$ cat src/rtl/jacobi_pivot_sequencer_if.sv
// Bus bundle between the Jacobi pivot sequencer, the matrix register file
// read port and the rotation datapath. The sequencer takes the master side.
//
// Rotation handshake: rot_valid_out is raised by the sequencer with
// rot_p_out/rot_q_out already stable. Both stay unchanged until a rising
// clock edge samples rot_valid_out && rot_ready_in. That edge is the
// transfer, and rot_valid_out is low from the following cycle. The rotation
// unit may hold rot_ready_in high or low at any time. rot_done_in is a
// separate one-cycle completion pulse and is not part of the handshake.
interface jacobi_pivot_sequencer_if #(
  parameter int WIDTH    = 16,
  parameter int N_STOCKS = 4,
  parameter int MAX_ITER = 32
);
  localparam int AW = $clog2(N_STOCKS);
  localparam int CW = $clog2(MAX_ITER + 1);

  // run control
  logic             start_in;
  logic [WIDTH-1:0] threshold_in;
  // matrix read port (data one cycle after the request)
  logic             rd_en_out;
  logic [AW-1:0]    rd_i_out;
  logic [AW-1:0]    rd_j_out;
  logic [WIDTH-1:0] rd_data_in;
  // rotation request
  logic             rot_valid_out;
  logic             rot_ready_in;
  logic [AW-1:0]    rot_p_out;
  logic [AW-1:0]    rot_q_out;
  logic             rot_done_in;
  // status
  logic             busy_out;
  logic             done_out;
  logic             converged_out;
  logic [CW-1:0]    iter_count_out;
  // current FSM state, for checkers and debug
  logic [2:0]       state_dbg;

  modport master (
    input  start_in, threshold_in, rd_data_in, rot_ready_in, rot_done_in,
    output rd_en_out, rd_i_out, rd_j_out, rot_valid_out, rot_p_out, rot_q_out,
           busy_out, done_out, converged_out, iter_count_out, state_dbg
  );

  modport slave (
    output start_in, threshold_in, rd_data_in, rot_ready_in, rot_done_in,
    input  rd_en_out, rd_i_out, rd_j_out, rot_valid_out, rot_p_out, rot_q_out,
           busy_out, done_out, converged_out, iter_count_out, state_dbg
  );
endinterface

$ cat src/rtl/jacobi_pivot_sequencer.sv
// Jacobi pivot sequencer: repeatedly scans the upper triangle of the
// covariance matrix, picks the largest-magnitude off-diagonal element and
// issues it as a rotation request until the pivot is within threshold or
// the rotation budget is used up.
module jacobi_pivot_sequencer #(
  parameter int WIDTH    = 16,
  parameter int N_STOCKS = 4,
  parameter int MAX_ITER = 32
) (
  input  logic                     clk_in,
  input  logic                     rst_in,
  jacobi_pivot_sequencer_if.master bus
);

  localparam int AW = $clog2(N_STOCKS);
  localparam int CW = $clog2(MAX_ITER + 1);
  localparam int P  = N_STOCKS * (N_STOCKS - 1) / 2;
  localparam int SW = $clog2(P + 1);

  localparam logic [SW-1:0] SCAN_LAST  = SW'(P);
  localparam logic [SW-1:0] ISSUE_LAST = SW'(P - 1);
  localparam logic [AW-1:0] COL_LAST   = AW'(N_STOCKS - 1);
  localparam logic [CW-1:0] ITER_LIMIT = CW'(MAX_ITER);

  typedef enum logic [2:0] {
    S_IDLE   = 3'd0,
    S_SCAN   = 3'd1,
    S_DECIDE = 3'd2,
    S_ROTATE = 3'd3,
    S_WAIT   = 3'd4,
    S_DONE   = 3'd5
  } state_t;

  state_t state, state_nx;

  logic [SW-1:0]    scan_cnt;
  logic [AW-1:0]    addr_i, addr_j;
  logic             rd_pend;
  logic [AW-1:0]    ret_i, ret_j;
  logic [WIDTH-1:0] data_mag;
  logic [WIDTH-1:0] max_mag;
  logic [AW-1:0]    piv_i, piv_j;
  logic [WIDTH-1:0] thr;
  logic [AW-1:0]    rot_p, rot_q;
  logic [CW-1:0]    iter_cnt;
  logic             converged;

  logic issue;
  logic start_acc;
  logic scan_enter;
  logic pivot_small;
  logic budget_spent;

  // A read is issued in each of the first P SCAN cycles; the last SCAN
  // cycle only absorbs the final returned datum.
  assign issue        = (state == S_SCAN) && (scan_cnt <= ISSUE_LAST);
  assign start_acc    = (state == S_IDLE) && bus.start_in;
  assign scan_enter   = start_acc || ((state == S_WAIT) && bus.rot_done_in);
  assign pivot_small  = (max_mag <= thr);
  assign budget_spent = (iter_cnt == ITER_LIMIT);

  // |x| as an unsigned WIDTH-bit value; the most negative code maps to
  // 2^(WIDTH-1) naturally through the two's complement negate.
  assign data_mag = bus.rd_data_in[WIDTH-1] ? (~bus.rd_data_in + WIDTH'(1))
                                            : bus.rd_data_in;

  // State register
  always_ff @(posedge clk_in or posedge rst_in) begin
    if (rst_in) state <= S_IDLE;
    else        state <= state_nx;
  end

  // Next-state logic
  always_comb begin
    state_nx = state;
    case (state)
      S_IDLE:   if (bus.start_in) state_nx = S_SCAN;
      S_SCAN:   if (scan_cnt == SCAN_LAST) state_nx = S_DECIDE;
      S_DECIDE: state_nx = (pivot_small || budget_spent) ? S_DONE : S_ROTATE;
      S_ROTATE: if (bus.rot_ready_in) state_nx = S_WAIT;
      S_WAIT:   if (bus.rot_done_in) state_nx = S_SCAN;
      S_DONE:   state_nx = S_IDLE;
      default:  state_nx = S_IDLE;
    endcase
  end

  // Scan cycle counter and row-major upper-triangle address walk
  always_ff @(posedge clk_in or posedge rst_in) begin
    if (rst_in) begin
      scan_cnt <= '0;
      addr_i   <= '0;
      addr_j   <= '0;
    end else if (scan_enter) begin
      scan_cnt <= '0;
      addr_i   <= '0;
      addr_j   <= AW'(1);
    end else if (state == S_SCAN) begin
      if (scan_cnt != SCAN_LAST) scan_cnt <= scan_cnt + SW'(1);
      if (issue) begin
        if (scan_cnt == ISSUE_LAST) begin
          addr_i <= '0;
          addr_j <= '0;
        end else if (addr_j == COL_LAST) begin
          addr_i <= addr_i + AW'(1);
          addr_j <= addr_i + AW'(2);
        end else begin
          addr_j <= addr_j + AW'(1);
        end
      end
    end
  end

  // Remember which pair each outstanding read belongs to
  always_ff @(posedge clk_in or posedge rst_in) begin
    if (rst_in) begin
      rd_pend <= 1'b0;
      ret_i   <= '0;
      ret_j   <= '0;
    end else begin
      rd_pend <= issue;
      if (issue) begin
        ret_i <= addr_i;
        ret_j <= addr_j;
      end
    end
  end

  // Running maximum; strict compare keeps the earliest pair on ties
  always_ff @(posedge clk_in or posedge rst_in) begin
    if (rst_in) begin
      max_mag <= '0;
      piv_i   <= '0;
      piv_j   <= '0;
    end else if (scan_enter) begin
      max_mag <= '0;
      piv_i   <= '0;
      piv_j   <= AW'(1);
    end else if ((state == S_SCAN) && rd_pend && (data_mag > max_mag)) begin
      max_mag <= data_mag;
      piv_i   <= ret_i;
      piv_j   <= ret_j;
    end
  end

  // Run bookkeeping: threshold, iteration count, outcome and issued pivot
  always_ff @(posedge clk_in or posedge rst_in) begin
    if (rst_in) begin
      thr       <= '0;
      iter_cnt  <= '0;
      converged <= 1'b0;
      rot_p     <= '0;
      rot_q     <= '0;
    end else begin
      if (start_acc) begin
        thr       <= bus.threshold_in;
        iter_cnt  <= '0;
        converged <= 1'b0;
      end
      if (state == S_DECIDE) begin
        if (pivot_small) begin
          converged <= 1'b1;
        end else if (!budget_spent) begin
          rot_p <= piv_i;
          rot_q <= piv_j;
        end
      end
      if ((state == S_WAIT) && bus.rot_done_in) iter_cnt <= iter_cnt + CW'(1);
    end
  end

  // Outputs decode straight from the state flop so reset clears them at once
  assign bus.rd_en_out      = issue;
  assign bus.rd_i_out       = addr_i;
  assign bus.rd_j_out       = addr_j;
  assign bus.rot_valid_out  = (state == S_ROTATE);
  assign bus.rot_p_out      = rot_p;
  assign bus.rot_q_out      = rot_q;
  assign bus.busy_out       = (state == S_SCAN) || (state == S_DECIDE) ||
                              (state == S_ROTATE) || (state == S_WAIT);
  assign bus.done_out       = (state == S_DONE);
  assign bus.converged_out  = converged;
  assign bus.iter_count_out = iter_cnt;
  assign bus.state_dbg      = state;

endmodule

$ cat src/flat_wrapper.sv
// flat-port wrapper written by rule: the top's interface ports become plain ports
module jacobi_pivot_sequencer_flat 
#(
  parameter int WIDTH    = 16,
  parameter int N_STOCKS = 4,
  parameter int MAX_ITER = 32
)
  (clk_in, rst_in, bus_start_in, bus_threshold_in, bus_rd_data_in, bus_rot_ready_in, bus_rot_done_in, bus_rd_en_out, bus_rd_i_out, bus_rd_j_out, bus_rot_valid_out, bus_rot_p_out, bus_rot_q_out, bus_busy_out, bus_done_out, bus_converged_out, bus_iter_count_out, bus_state_dbg);
  jacobi_pivot_sequencer_if #(.WIDTH(WIDTH), .N_STOCKS(N_STOCKS), .MAX_ITER(MAX_ITER)) bus_i ();
  input  logic clk_in;
  input  logic rst_in;
  input wire logic [$bits(bus_i.start_in)-1:0] bus_start_in;
  input wire logic [$bits(bus_i.threshold_in)-1:0] bus_threshold_in;
  input wire logic [$bits(bus_i.rd_data_in)-1:0] bus_rd_data_in;
  input wire logic [$bits(bus_i.rot_ready_in)-1:0] bus_rot_ready_in;
  input wire logic [$bits(bus_i.rot_done_in)-1:0] bus_rot_done_in;
  output wire logic [$bits(bus_i.rd_en_out)-1:0] bus_rd_en_out;
  output wire logic [$bits(bus_i.rd_i_out)-1:0] bus_rd_i_out;
  output wire logic [$bits(bus_i.rd_j_out)-1:0] bus_rd_j_out;
  output wire logic [$bits(bus_i.rot_valid_out)-1:0] bus_rot_valid_out;
  output wire logic [$bits(bus_i.rot_p_out)-1:0] bus_rot_p_out;
  output wire logic [$bits(bus_i.rot_q_out)-1:0] bus_rot_q_out;
  output wire logic [$bits(bus_i.busy_out)-1:0] bus_busy_out;
  output wire logic [$bits(bus_i.done_out)-1:0] bus_done_out;
  output wire logic [$bits(bus_i.converged_out)-1:0] bus_converged_out;
  output wire logic [$bits(bus_i.iter_count_out)-1:0] bus_iter_count_out;
  output wire logic [$bits(bus_i.state_dbg)-1:0] bus_state_dbg;
  assign bus_i.start_in = bus_start_in;
  assign bus_i.threshold_in = bus_threshold_in;
  assign bus_i.rd_data_in = bus_rd_data_in;
  assign bus_i.rot_ready_in = bus_rot_ready_in;
  assign bus_i.rot_done_in = bus_rot_done_in;
  assign bus_rd_en_out = bus_i.rd_en_out;
  assign bus_rd_i_out = bus_i.rd_i_out;
  assign bus_rd_j_out = bus_i.rd_j_out;
  assign bus_rot_valid_out = bus_i.rot_valid_out;
  assign bus_rot_p_out = bus_i.rot_p_out;
  assign bus_rot_q_out = bus_i.rot_q_out;
  assign bus_busy_out = bus_i.busy_out;
  assign bus_done_out = bus_i.done_out;
  assign bus_converged_out = bus_i.converged_out;
  assign bus_iter_count_out = bus_i.iter_count_out;
  assign bus_state_dbg = bus_i.state_dbg;
  jacobi_pivot_sequencer #(.WIDTH(WIDTH), .N_STOCKS(N_STOCKS), .MAX_ITER(MAX_ITER)) u_core (.clk_in(clk_in), .rst_in(rst_in), .bus(bus_i));
endmodule
$ cat config.mk
export PLATFORM = sky130hd
export DESIGN_NAME = jacobi_pivot_sequencer_flat
export DESIGN_NICKNAME = d
export VERILOG_FILES = /design/src/rtl/jacobi_pivot_sequencer_if.sv /design/src/rtl/jacobi_pivot_sequencer.sv /design/src/flat_wrapper.sv
export SDC_FILE = /design/constraint.sdc
export NUM_CORES = 1
export LEC_CHECK = 0
export CAP_MARGIN = 10
export CORE_ASPECT_RATIO = 0.75
export CORE_UTILIZATION = 54
export DETAILED_ROUTE_END_ITERATION = 8
export PLACE_DENSITY = 0.8
export SKIP_LAST_GASP = 1
export SYNTH_ARGS = -nofsm -noshare
export SYNTH_HDL_FRONTEND = slang
export SYNTH_SLANG_ARGS = --single-unit
export TNS_END_PERCENT = 10
$ cat constraint.sdc
create_clock -name clk_in -period 2.9 [get_ports clk_in]
set_clock_uncertainty 0.2 [all_clocks]
set_input_delay 0.58 -clock clk_in [delete_from_list [all_inputs] [get_ports clk_in]]
set_output_delay 0.58 -clock clk_in [all_outputs]
set_load 0.02 [all_outputs]
==> results of run 1 <==
flip-flops by register name, summed over array words and instances (netlist names), 3 cells and up:
name                       flops
u_core.max_mag                16
u_core.bus.iter_count_out      6
u_core.bus.state_dbg           3
u_core.scan_cnt                3
u_core.thr                    16
what timing repair did:
item,in CTS,in global routing
setup buffers,5,1
endpoints found under the setup margin,20,21
endpoints found under the hold margin,0,0
pin swaps,13,12
resized for setup,44,15
cells in the mapped netlist (2+ instances only):
cell	number
dfrtp_1	62
nand2_1	50
inv_1	45
ha_1	39
o21ai_0	38
nor2_1	27
a21oi_1	19
mux2_2	17
xnor2_1	15
nand4_1	9
clkbuf_1	8
mux2i_1	7
nand3_1	7
nor2b_1	5
a21o_1	4
nand3b_1	4
nor3_1	4
a211oi_1	3
buf_2	3
o31ai_1	3
and2_1	2
and3_1	2
nand2b_1	2
nor4_1	2
o211ai_1	2
or3_1	2
or3_4	2
power groups by stage:
stage,registers [W],clock network [W],logic (W)
after floorplan,0.00144,0,0.00148
after global placement,0.00141,0,0.00223
after detailed placement,0.00142,0,0.00239
after CTS,0.00141,0.000783,0.00255
after global routing,0.00145,0.000825,0.00289
final,0.00142,0.000776,0.00264
cells by family after synthesis:
logic type	synth area share [%]
XOR/XNOR	3.70
multiplexers	7.60
flip-flops	41.0
AO/OA/AOI/OAI	12.4
buffers and inverters	5.75
AND/OR/NAND/NOR	16.8
adder cells (fa/ha/maj)	12.9
critical path, stage by stage:
cell and delay (ps):
buf_6 90, or4_4 530, or3_4 360, buf_6 130, o41ai_4 200, xnor2_1 150, ha_1 340, nand4_1 220
a2111oi_4 360, nor4_2 100, nor3_2 290, buf_4 210, mux2_2 340
metal layers:
metal  track usage (%)  vias up
met2              46.9      117
met3              8.27       23
met1              35.0     1629
li1                  -     1604
met5                 0        -
met4              10.8        0
how the worst max path moves through the flow:
stage	startpoint	to	slack [ps]
2_1_floorplan	bus_rd_data_in[1]	u_core.max_mag[5]	-940
3_5_place_dp	bus_rd_data_in[1]	u_core.max_mag[5]	-1610
6_report	bus_rd_data_in[3]	u_core.max_mag[11]	-980
4_1_cts	bus_rd_data_in[3]	u_core.max_mag[8]	-940
5_1_grt	bus_rd_data_in[4]	u_core.max_mag[11]	-1080
3_3_place_gp	bus_rd_data_in[1]	u_core.max_mag[12]	-1450
layout make-up:
type | instances | area share [%]
Multi-Input combinational cell | 288 | 42.8
Inverter | 46 | 3.36
Clock buffer | 13 | 3.09
Sequential cell | 62 | 30.1
Tap cell | 84 | 2.04
Timing Repair Buffer | 100 | 17.7
Clock inverter | 3 | 0.827
stage by stage:
step / TNS (ps) / util (%)
after floorplan: -17510 / -
after global placement: -28550 / 69.7
after detailed placement: -31840 / 69.7
after CTS: -18320 / 74.4
after global routing: -20730 / 75.7
final: -18520 / 75.7
==> out/metrics.cfg, run 1 <==
[global_routing]
grt_max_degree = 63
grt.total_usage_pct = 28.0
antenna_found_initial = 0
grt_pass1_vias = 3432
grt-ovfl-total = 0
grt_pass1_wl_mm = 15.7

[route]
ant_nets = 0
wl_met3_um = 559
highest_layer = met4
drt_iter0_drc = 149
routed_via_density = 5.66
routed_wl_mm = 9.99
drc_errors = 0
num_vias = 3373
routedWlPerCell_um = 16.8
wl_met2_mm = 4.77
met1_length_mm = 4.42
first_pass_iters = 4

[logic_synthesis]
synth-warning-count = 0
async_flop_share_pct = 100
synthesis.nets = 483
synth.distinct_cells = 51
synthCells = 407
synth.area.top_cells = dfrtp_1 41%, ha_1 13%, mux2_2 5.1%
synth_edf_count = 0
syn_area_sq_um = 3790
synth.largest_area_cell = dfrtp_1
synth.avg_cell_area_sq_um = 9.31
ys_seq_area_share_pct = 41.0
synth_seq_cells = 62
synthFlopType = dfrtp_1
synth_top_area_share_pct = 41.0

[timing]
slew_violations = 0
rsz0062_at_grt = true
post-route-period-util_pct = 134
relSlewSlack_pct = 56.8
setup_violations = 20
max_freq_mhz = 258
timing.final.ws_setup_ps = -980
hold-worst-slack_ps = 284
hold_viol_final = 0
worstMarginPinSlew_ps = 647
min_period_ps = 3880

[finish]
fin_nets = 583
layout.cells.non_filler = 596
regArea_sq_um = 1550
drive_gt1_share_pct = 19.7
multi_input_area_sq_um = 2200
mostFrequentLayoutCell = dfrtp_1
area_growth_pct = 35.8
final_area_sq_um = 5150
fillerInstances = 471
final_cell_mix = 62 x dfrtp_1, 50 x nand2_1, 47 x clkdlybuf4s50_1
diodes = 0

[cts]
cts_hold_buffers = 0
numClockSinks = 62
cts_buffers = 9
cts.path.max_buffers = 2
cts_root_buf = clkbuf_8
h-tree-depth = 3
clk_pin_slew_ps = 60
clock_latency_ps = 350
cts_tree = done

[die]
core_sq_um = 6800
start_util_pct = 55.7
num_rows = 26
dieArea_sq_um = 7360
die_x_um = 98.7
die_h_um = 74.5
io_pins = 59

[setup_path]
worst_ep_arrival_time_ps = 3910
worstPathMaxFanout = 4
startpoint_type = input port
timing.rr.start = u_core.max_mag[1]
path_class = in -> reg
endpoint_kind = flip-flop
required_ps = 2930
r2r_cells = 9
reg2reg_slack_ps = 150
r2r-end = u_core.max_mag[11]

[power]
p_sw_share_pct = 40.8
p_total_w = 0.00484
p_leak_nw = 2.41
p_comb_share_pct = 54.6
power_frac_clock_pct = 16.0
sequentialPowerShare_pct = 29.3
internal_power_w = 0.00286
ir_worst_vdd_mv = 0.494
p_per_area_nw_per_um2 = 940
p_switching_w = 0.00198

[worst_hold_path]
min_path_cells = 2
min-delay-start = u_core.ret_j[0]
min_path_type = reg -> reg
min_to = u_core.ret_j[0]

[job]
max-cap-violations = 0

[place]
dp.cells = 574
io_buffers = 58
post_dp_cell_area_sq_um = 4740
dpl_worst_slack_ps = -1610
dp_hpwl_mm = 6.77
place.gp.congestion = 0.881

[status]
violations = setup timing
status = finished with violations

No activity file was read; power rests on OpenSTA's default activity.
==> inputs of run 2 (changes only) <==
Settings changed: CELL_PAD_IN_SITES_DETAIL_PLACEMENT from default to 0, CELL_PAD_IN_SITES_GLOBAL_PLACEMENT from default to 1, CORE_UTILIZATION 54 to 41, PLACE_DENSITY 0.8 to default, PLACE_DENSITY_LB_ADDON from default to 0.1.
==> out/metrics.cfg, run 2 (synthesis gave the netlist of run 1 again) <==
[setup_path]
cp_common_cell = buf_6
reg2reg_slack_ps = 250
cp_slowest_cell = or4_4
endpoint_kind = flip-flop
path_cells = buf_6 > or4_4 > or3_4 > buf_6 > o41ai_4 > xnor2_2 > ha_1 > nand4_1 > buf_4 > nor4_1 > nor3_2 > buf_4 > buf_6 > mux2_4
startpoint_type = input port
timing.rr.start = u_core.max_mag[1]
max_stage_delay_ps = 520
worst_ep_arrival_time_ps = 3880
path_class = in -> reg
r2r_cells = 10
r2r-end = u_core.max_mag[8]
crit_path_end = u_core.max_mag[8]
worstPathMaxFanout = 5
required_ps = 2910
critPathLaunch = bus_rd_data_in[3]

[finish]
area_growth_pct = 39.6
final_cell_mix = 62 x dfrtp_1, 50 x nand2_1, 50 x clkdlybuf4s50_1
final_area_sq_um = 5290
post-route-util_pct = 60.7
drive_gt1_share_pct = 20.8
diodes = 0
fin_nets = 591
mostFrequentLayoutCell = dfrtp_1

[timing]
min_period_ps = 3870
hold-worst-slack_ps = 290
relSlewSlack_pct = 73.3
hold_viol_final = 0
worstMarginPinSlew_ps = 397
slew_violations = 0
setup_violations = 20
rsz0062_at_grt = true
timing.final.ws_setup_ps = -966
max_freq_mhz = 259
post-route-period-util_pct = 133

[die]
dieArea_sq_um = 9630
io_pins = 59
start_util_pct = 43.5
num_rows = 29
die_h_um = 85.3
core_sq_um = 8710
die_x_um = 113

[place]
dp_hpwl_mm = 6.59
place.gp.congestion = 0.787
io_buffers = 58
post_dp_cell_area_sq_um = 4780

[cts]
cts_tree = done
numClockSinks = 62
cts_root_buf = clkbuf_16
clock_latency_ps = 330
clk_pin_slew_ps = 50
cts_hold_buffers = 0
h-tree-depth = 3
cts_buffers = 9
cts.path.max_buffers = 2

[route]
drc_errors = 0
routed_via_density = 5.08
first_pass_iters = 4
routedWlPerCell_um = 14.7
routed_wl_mm = 9.21
drt_iter0_drc = 174
ant_nets = 0
num_vias = 3193

[global_routing]
grt_max_degree = 63
grt_pass1_vias = 3026
grt-ovfl-total = 0
antenna_found_initial = 0
grt_pass1_wl_mm = 15.2
grt.total_usage_pct = 20.7

[power]
p_per_area_nw_per_um2 = 946
p_sw_share_pct = 38.2
p_switching_w = 0.00191
ir_worst_vdd_mv = 0.474
sequentialPowerShare_pct = 28.5
power_frac_clock_pct = 20.3
p_comb_share_pct = 51.2
internal_power_w = 0.00309
p_leak_nw = 2.46

[status]
status = finished with violations
violations = setup timing

[job]
max-cap-violations = 0

[worst_hold_path]
min_path_type = reg -> reg

## run 2: critical path, delay by kind of cell
kind / cells / cell delay (ps)
xor gates and xnor gates: 1 / 130
adders and majority gates: 1 / 310
muxes: 1 / 300
AOI/OAI and AO/OA: 1 / 240
buffers and inverters: 5 / 720
and+or+nand+nor: 5 / 1580
## run 2: worst min path at each step
stage,startpoint,end,slack (ps),depth (start not counted)
finish,u_core.thr[0],u_core.thr[0],290,2
global route,u_core.thr[0],u_core.thr[0],310,2
CTS,u_core.thr[0],u_core.thr[0],290,2
detailed placement,u_core.thr[0],u_core.thr[0],280,2
global placement,u_core.thr[0],u_core.thr[0],270,2
floorplan,u_core.ret_j[0],u_core.ret_j[0],250,2
## run 2: final cells by class
type | count | area [sq um]
multi-input combinational | 288 | 2170
inverter | 46 | 173
sequential | 62 | 1550
tap | 108 | 135
timing repair buffer | 108 | 970
fill | 749 | 3420
clock buffer | 13 | 270
clock inverter | 3 | 17.5
## run 2: layer usage
layer | global-route usage [%] | share of wire, % | up-vias | wire length (um)
met5 | 0 | 0 | - | 0
met4 | 6.46 | 0.83 | 0 | 76
met3 | 5.93 | 5.3 | 4 | 488
met2 | 28.8 | 41 | 78 | 3810
met1 | 30.8 | 52 | 1491 | 4840
li1 | - | - | 1620 | -
## run 2: stage by stage
stage / setup WS, ps / TNS, ps / cells / total power [W]
2_1_floorplan: -936 / -17510 / 407 / 0.00292
3_3_place_gp: -1460 / -28410 / 599 / 0.00369
3_5_place_dp: -1510 / -29480 / 599 / 0.00378
4_1_cts: -916 / -17980 / 622 / 0.00498
5_1_grt: -1110 / -21730 / 628 / 0.00540
6_report: -966 / -18860 / 628 / 0.00500
## run 2: what timing repair did
| action | in CTS | in global routing |
|---|---|---|
| cloned | 1 | 0 |
| setup endpoints to repair | 20 | 21 |
| gates resized for setup | 47 | 4 |
| pin swaps | 15 | 12 |
| buffers inserted | 6 | 6 |
## run 2: power groups by stage
stage / sequential, W / clock [W] / combinational, W
floorplan: 0.00144 / 0 / 0.00148
global placement: 0.00142 / 0 / 0.00227
detailed placement: 0.00143 / 0 / 0.00234
CTS: 0.00142 / 0.00104 / 0.00252
global route: 0.00146 / 0.00109 / 0.00285
finish: 0.00142 / 0.00102 / 0.00256
==> RTL change 1 (settings of run 1) <==
`MAX_ITER` is set to 32 in 3 places; all go to 16.
--- a/src/rtl/jacobi_pivot_sequencer_if.sv
+++ b/src/rtl/jacobi_pivot_sequencer_if.sv
@@ -12,3 +12,3 @@
   parameter int N_STOCKS = 4,
-  parameter int MAX_ITER = 32
+  parameter int MAX_ITER = 16
 );
--- a/src/rtl/jacobi_pivot_sequencer.sv
+++ b/src/rtl/jacobi_pivot_sequencer.sv
@@ -7,3 +7,3 @@
   parameter int N_STOCKS = 4,
-  parameter int MAX_ITER = 32
+  parameter int MAX_ITER = 16
 ) (
--- a/src/flat_wrapper.sv
+++ b/src/flat_wrapper.sv
@@ -5,3 +5,3 @@
   parameter int N_STOCKS = 4,
-  parameter int MAX_ITER = 32
+  parameter int MAX_ITER = 16
 )
Ports: changed (resized bus_iter_count_out); port bits go from 59 to 58. No check against the original RTL was run, so the function may have changed too.
==> RTL change 1 against run 1 <==
Cell area down 3.2%. Largest cell class unchanged. Clock power decreased by 16%. Total power is 5.1% lower. Wire length decreased by 6.4%. Synthesized cell count fell by 0.25%. Sequential cell count decreased by 1. Synthesized area fell by 0.92%. Critical path depth did not move. Register-to-register slack better by 60 ps. Sequential share of layout area is 0.49 points higher. Setup slack improved by 370 ps. The run ends with DRC, setup timing left. Utilization increased by 0.89 points.
==> RTL change 1: results (changes against run 1) <==
status finished, violations left (unchanged); failing checks DRC, setup timing (was setup timing); DRC viols 4 (was 0); Post-Syn Nets 482 (was 483); Synth Area in XOR/XNOR 3.73% (was 3.70%); layout cells sized above 1 20.0% (was 19.7%); Clock Sinks 61 (was 62); H-tree Lvls 3 (unchanged); final hold viol count 0 (unchanged); GP Congestion 0.854 (was 0.881); first-pass GRT wire length 15700 um (unchanged); pin count of the biggest net entering global routing 62 (was 63); top cells by count, synth dfrtp_1, nand2_1, inv_1 (unchanged); clock-pin slew on the worst setup and hold paths 60 ps (about the same); clk buf depth 2 (unchanged); Final Worst Setup Slack -611 ps (was -980 ps); clk_lat worst skew 340 ps; drt initial violations 219 (was 149); Worst-Margin Slew 703 ps (was 647 ps); # port buffers 57 (was 58); Post-Synth Adder-Cell Area 13.0% (was 12.9%); drt pass-1 iters 7 (was 4); CP top delay family simple AND/OR/NAND/NOR gates (unchanged); register area share after synthesis 40.7% (was 41.0%); LEAKAGE 2.33 nW (was 2.41 nW); DP Area 0.00467 sq mm (was 0.00474 sq mm); most area-consuming cells after synthesis dfrtp_1, ha_1, mux2_2 (unchanged); fin nets 576 (was 583); Setup violations, final 21 (was 20); mux share of post-synthesis cell area 7.43% (was 7.60%); Post-synth ARST share 100% (unchanged); Detailed Place HPWL 6850 um (was 6770 um); WL per Instance 16.0 um (was 16.8 um); antenna violations before repair 0 (unchanged); # diodes 0 (unchanged); Tot GR Track Use 27.8% (was 28.0%); Critical Path Max Stage Delay ~520 ps; CP arrival 3530 ps (was 3910 ps); maximum VDD drop 432 uV (was 494 uV); Synth Area in Compound Gates 12.7% (was 12.4%); largest family of logic cells by synthesized area simple AND/OR/NAND/NOR gates (unchanged); CP max FO 8 (was 4); vias 3310 (was 3373); Yosys cell types 46 (was 51)
==> RTL change 1: kinds of logic after synthesis <==
group / Yosys count
simple gates: 130
compound gates: 79
flops: 61
buf+inv: 56
fa+ha+maj: 39
mux: 25
xor+xnor: 16
==> RTL change 1: final timing paths <==
kind                                    startpoint  cells past startpoint  slack (ps)                       end
max in group asynchronous                   rst_in                      3        1810         u_core.max_mag[8]
min in group asynchronous                   rst_in                      3         430  u_core.bus.converged_out
min                        u_core.bus.rot_p_out[1]                      1         310   u_core.bus.rot_p_out[1]
max                              bus_rd_data_in[8]                     13        -610         u_core.max_mag[5]
min reg2reg                u_core.bus.rot_p_out[1]                      1         310   u_core.bus.rot_p_out[1]
max reg2reg                     u_core.max_mag[15]                      7         210   u_core.bus.rot_q_out[1]
==> RTL change 1: timing repair <==
item / CTS / global route
setup buffers: 3 / 0
setup endpoints to repair: 21 / 21
pin swaps: 11 / 14
resized for setup: 43 / 28
==> RTL change 1: cell type report <==
cell class	instances	area [sq um]
Multi-Input combinational cell	289	2150
Sequential cell	61	1530
Fill cell	463	1520
Timing Repair Buffer	95	875
Inverter	44	165
Clock buffer	10	138
Tap cell	81	101
Clock inverter	5	27.5
==> RTL change 1: per-stage QoR <==
step	power [mW]	utilization [%]	TNS [ps]	worst slack, ps	instances
final	4.59	76.6	-12000	-611	585
after global routing	4.93	76.6	-15140	-777	585
after CTS	4.55	75.8	-14840	-754	585
after detailed placement	3.80	71.8	-26760	-1370	567
after global placement	3.63	71.8	-24100	-1220	567
after floorplan	2.96	-	-11820	-651	406
==> RTL change 1: worst register-to-register path, delay by kind of cell (launching register included) <==
kind,cells,cell delay (ps)
simple gates,4,1150
mux,1,390
flops,1,400
fa+ha+maj,1,320
compound gates,1,130
==> RTL change 1: power by group <==
part	leakage (nW)	switching (mW)	internal [mW]	total, mW
registers	0.782	0.211	1.19	1.40
clock network	0.0877	0.330	0.322	0.652
logic	1.46	1.37	1.17	2.54
total	2.33	1.91	2.68	4.59
==> RTL change 1: layer usage <==
metal,global-route usage [%],routed length [um]
met4,8.96,131
met3,5.64,503
met5,0,0
met1,36.7,4390
met2,47.2,4320
==> RTL change 2 (config.mk and constraints of run 1) <==
Without the edit above. Compare `iter_cnt` against `ITER_LIMIT` with >= in place of ==.
--- a/src/rtl/jacobi_pivot_sequencer.sv
+++ b/src/rtl/jacobi_pivot_sequencer.sv
@@ -59,3 +59,3 @@
   assign pivot_small  = (max_mag <= thr);
-  assign budget_spent = (iter_cnt == ITER_LIMIT);
+  assign budget_spent = (iter_cnt >= ITER_LIMIT);
 
Check against the original RTL: same outputs for any inputs over 10 cycles, from zero or initial values and one cycle with rst_in high; that may be too few to reach the edited logic, so the function may still have changed.
==> RTL change 2 against run 1 <==
The flow finishes with violations (DRC, setup timing). Wire length up 9.0%. Synthesized area down 0.89%. First-iteration DRC count up 34%. Sequential power up 7%. Setup slack better by 67 ps. Critical endpoint is now u_core.max_mag[10]. Cell area up 2.9%. Critical path type unchanged. Sequential cell count unchanged. Total power up 6.3%.
==> RTL change 2: results (changes against run 1) <==
status finished, violations left (unchanged); failing checks DRC, setup timing (was setup timing); Non-clock buffers 120 (was 100); Internal Power 2.92 mW (was 2.86 mW); Setup Buffers After CTS 9 (was 5); pin count of the biggest net entering global routing 33 (was 63); origin of the worst setup path bus_rd_data_in[0] (was bus_rd_data_in[3]); Worst Hold Depth 1 (was 2); clk_buf instances 11 (was 13); Critical Path Max Stage Delay 460 ps (was 530 ps); fin nets 600 (was 583); GR Util met3 8.55% (was 8.27%); Tot GR Track Use 29.7% (was 28.0%); fmax 0.262 GHz (was 0.258 GHz); Final Worst Setup Slack -913 ps (was -980 ps); first-pass GRT wire length 16500 um (was 15700 um); Non-clock buffer share 20.2% (was 17.7%); register area share after synthesis 41.3% (was 41.0%); met3 WL post-DR 564 um (was 559 um); hold wc startpoint u_core.bus.rot_p_out[0] (was u_core.ret_j[0]); P_clk 0.658 mW (was 0.776 mW); Worst setup endpoint u_core.max_mag[10] (was u_core.max_mag[11]); most area-consuming cells after synthesis dfrtp_1, ha_1, inv_1 (was dfrtp_1, ha_1, mux2_2); Setup violations, final 21 (was 20); CP max FO 10 (was 4); setup TNS -17770 ps (was -18520 ps); M1 WL 4670 um (was 4420 um); GP Congestion 0.848 (was 0.881); met2 GRT Util 49.4% (was 46.9%); multi-input logic portion of the cell area 41.0% (was 42.8%); Post-Syn Nets 481 (was 483); DRC viols 2 (was 0); area share of the largest cell type after synthesis 41.3% (was 41.0%); Via density 5.84 (was 5.66); Non-clock inverters 63 (was 46); Worst R2R Setup Slack 250 ps (was 150 ps); top cells by count, synth inv_1, dfrtp_1, nand2_1 (was dfrtp_1, nand2_1, inv_1); Yosys cell types 49 (was 51); combinational logic power 2.96 mW (was 2.64 mW); vias in the first global route 3464 (was 3432); WHS Endpoint u_core.bus.rot_p_out[0] (was u_core.ret_j[0])
==> RTL change 2: cell types whose count changed in the layout (fill, tap and decap cells not counted), sizes merged, moves of 3 or more <==
cell and delta:
nor2 -14, buf +21, mux2i -6, inv +17, o2bb2ai +19, o21ai -4
xnor2 -8, xor2 +8, or3 -3, mux2 -15
==> RTL change 2: logic make-up (layout without fill, tap and decap cells) <==
group	count (synthesis)	after routing	synth area share (%)
flops	62	62	41.3
fa+ha+maj	39	39	13.0
compound gates	104	104	18.4
buf+inv	75	196	7.60
mux	5	5	1.47
xor+xnor	16	16	3.73
simple gates	104	104	14.5
==> RTL change 2: through the flow <==
step | setup WS [ps] | std cells | area [sq um] | utilization (%) | power, mW
detailed placement | -1400 | 581 | 4790 | 73.6 | 3.86
floorplan | -569 | 405 | 3780 | - | 3.00
finish | -913 | 607 | 5300 | 81.4 | 5.14
CTS | -766 | 605 | 5170 | 79.5 | 4.86
global placement | -1140 | 581 | 4790 | 73.6 | 3.71
global route | -975 | 607 | 5300 | 81.4 | 5.46
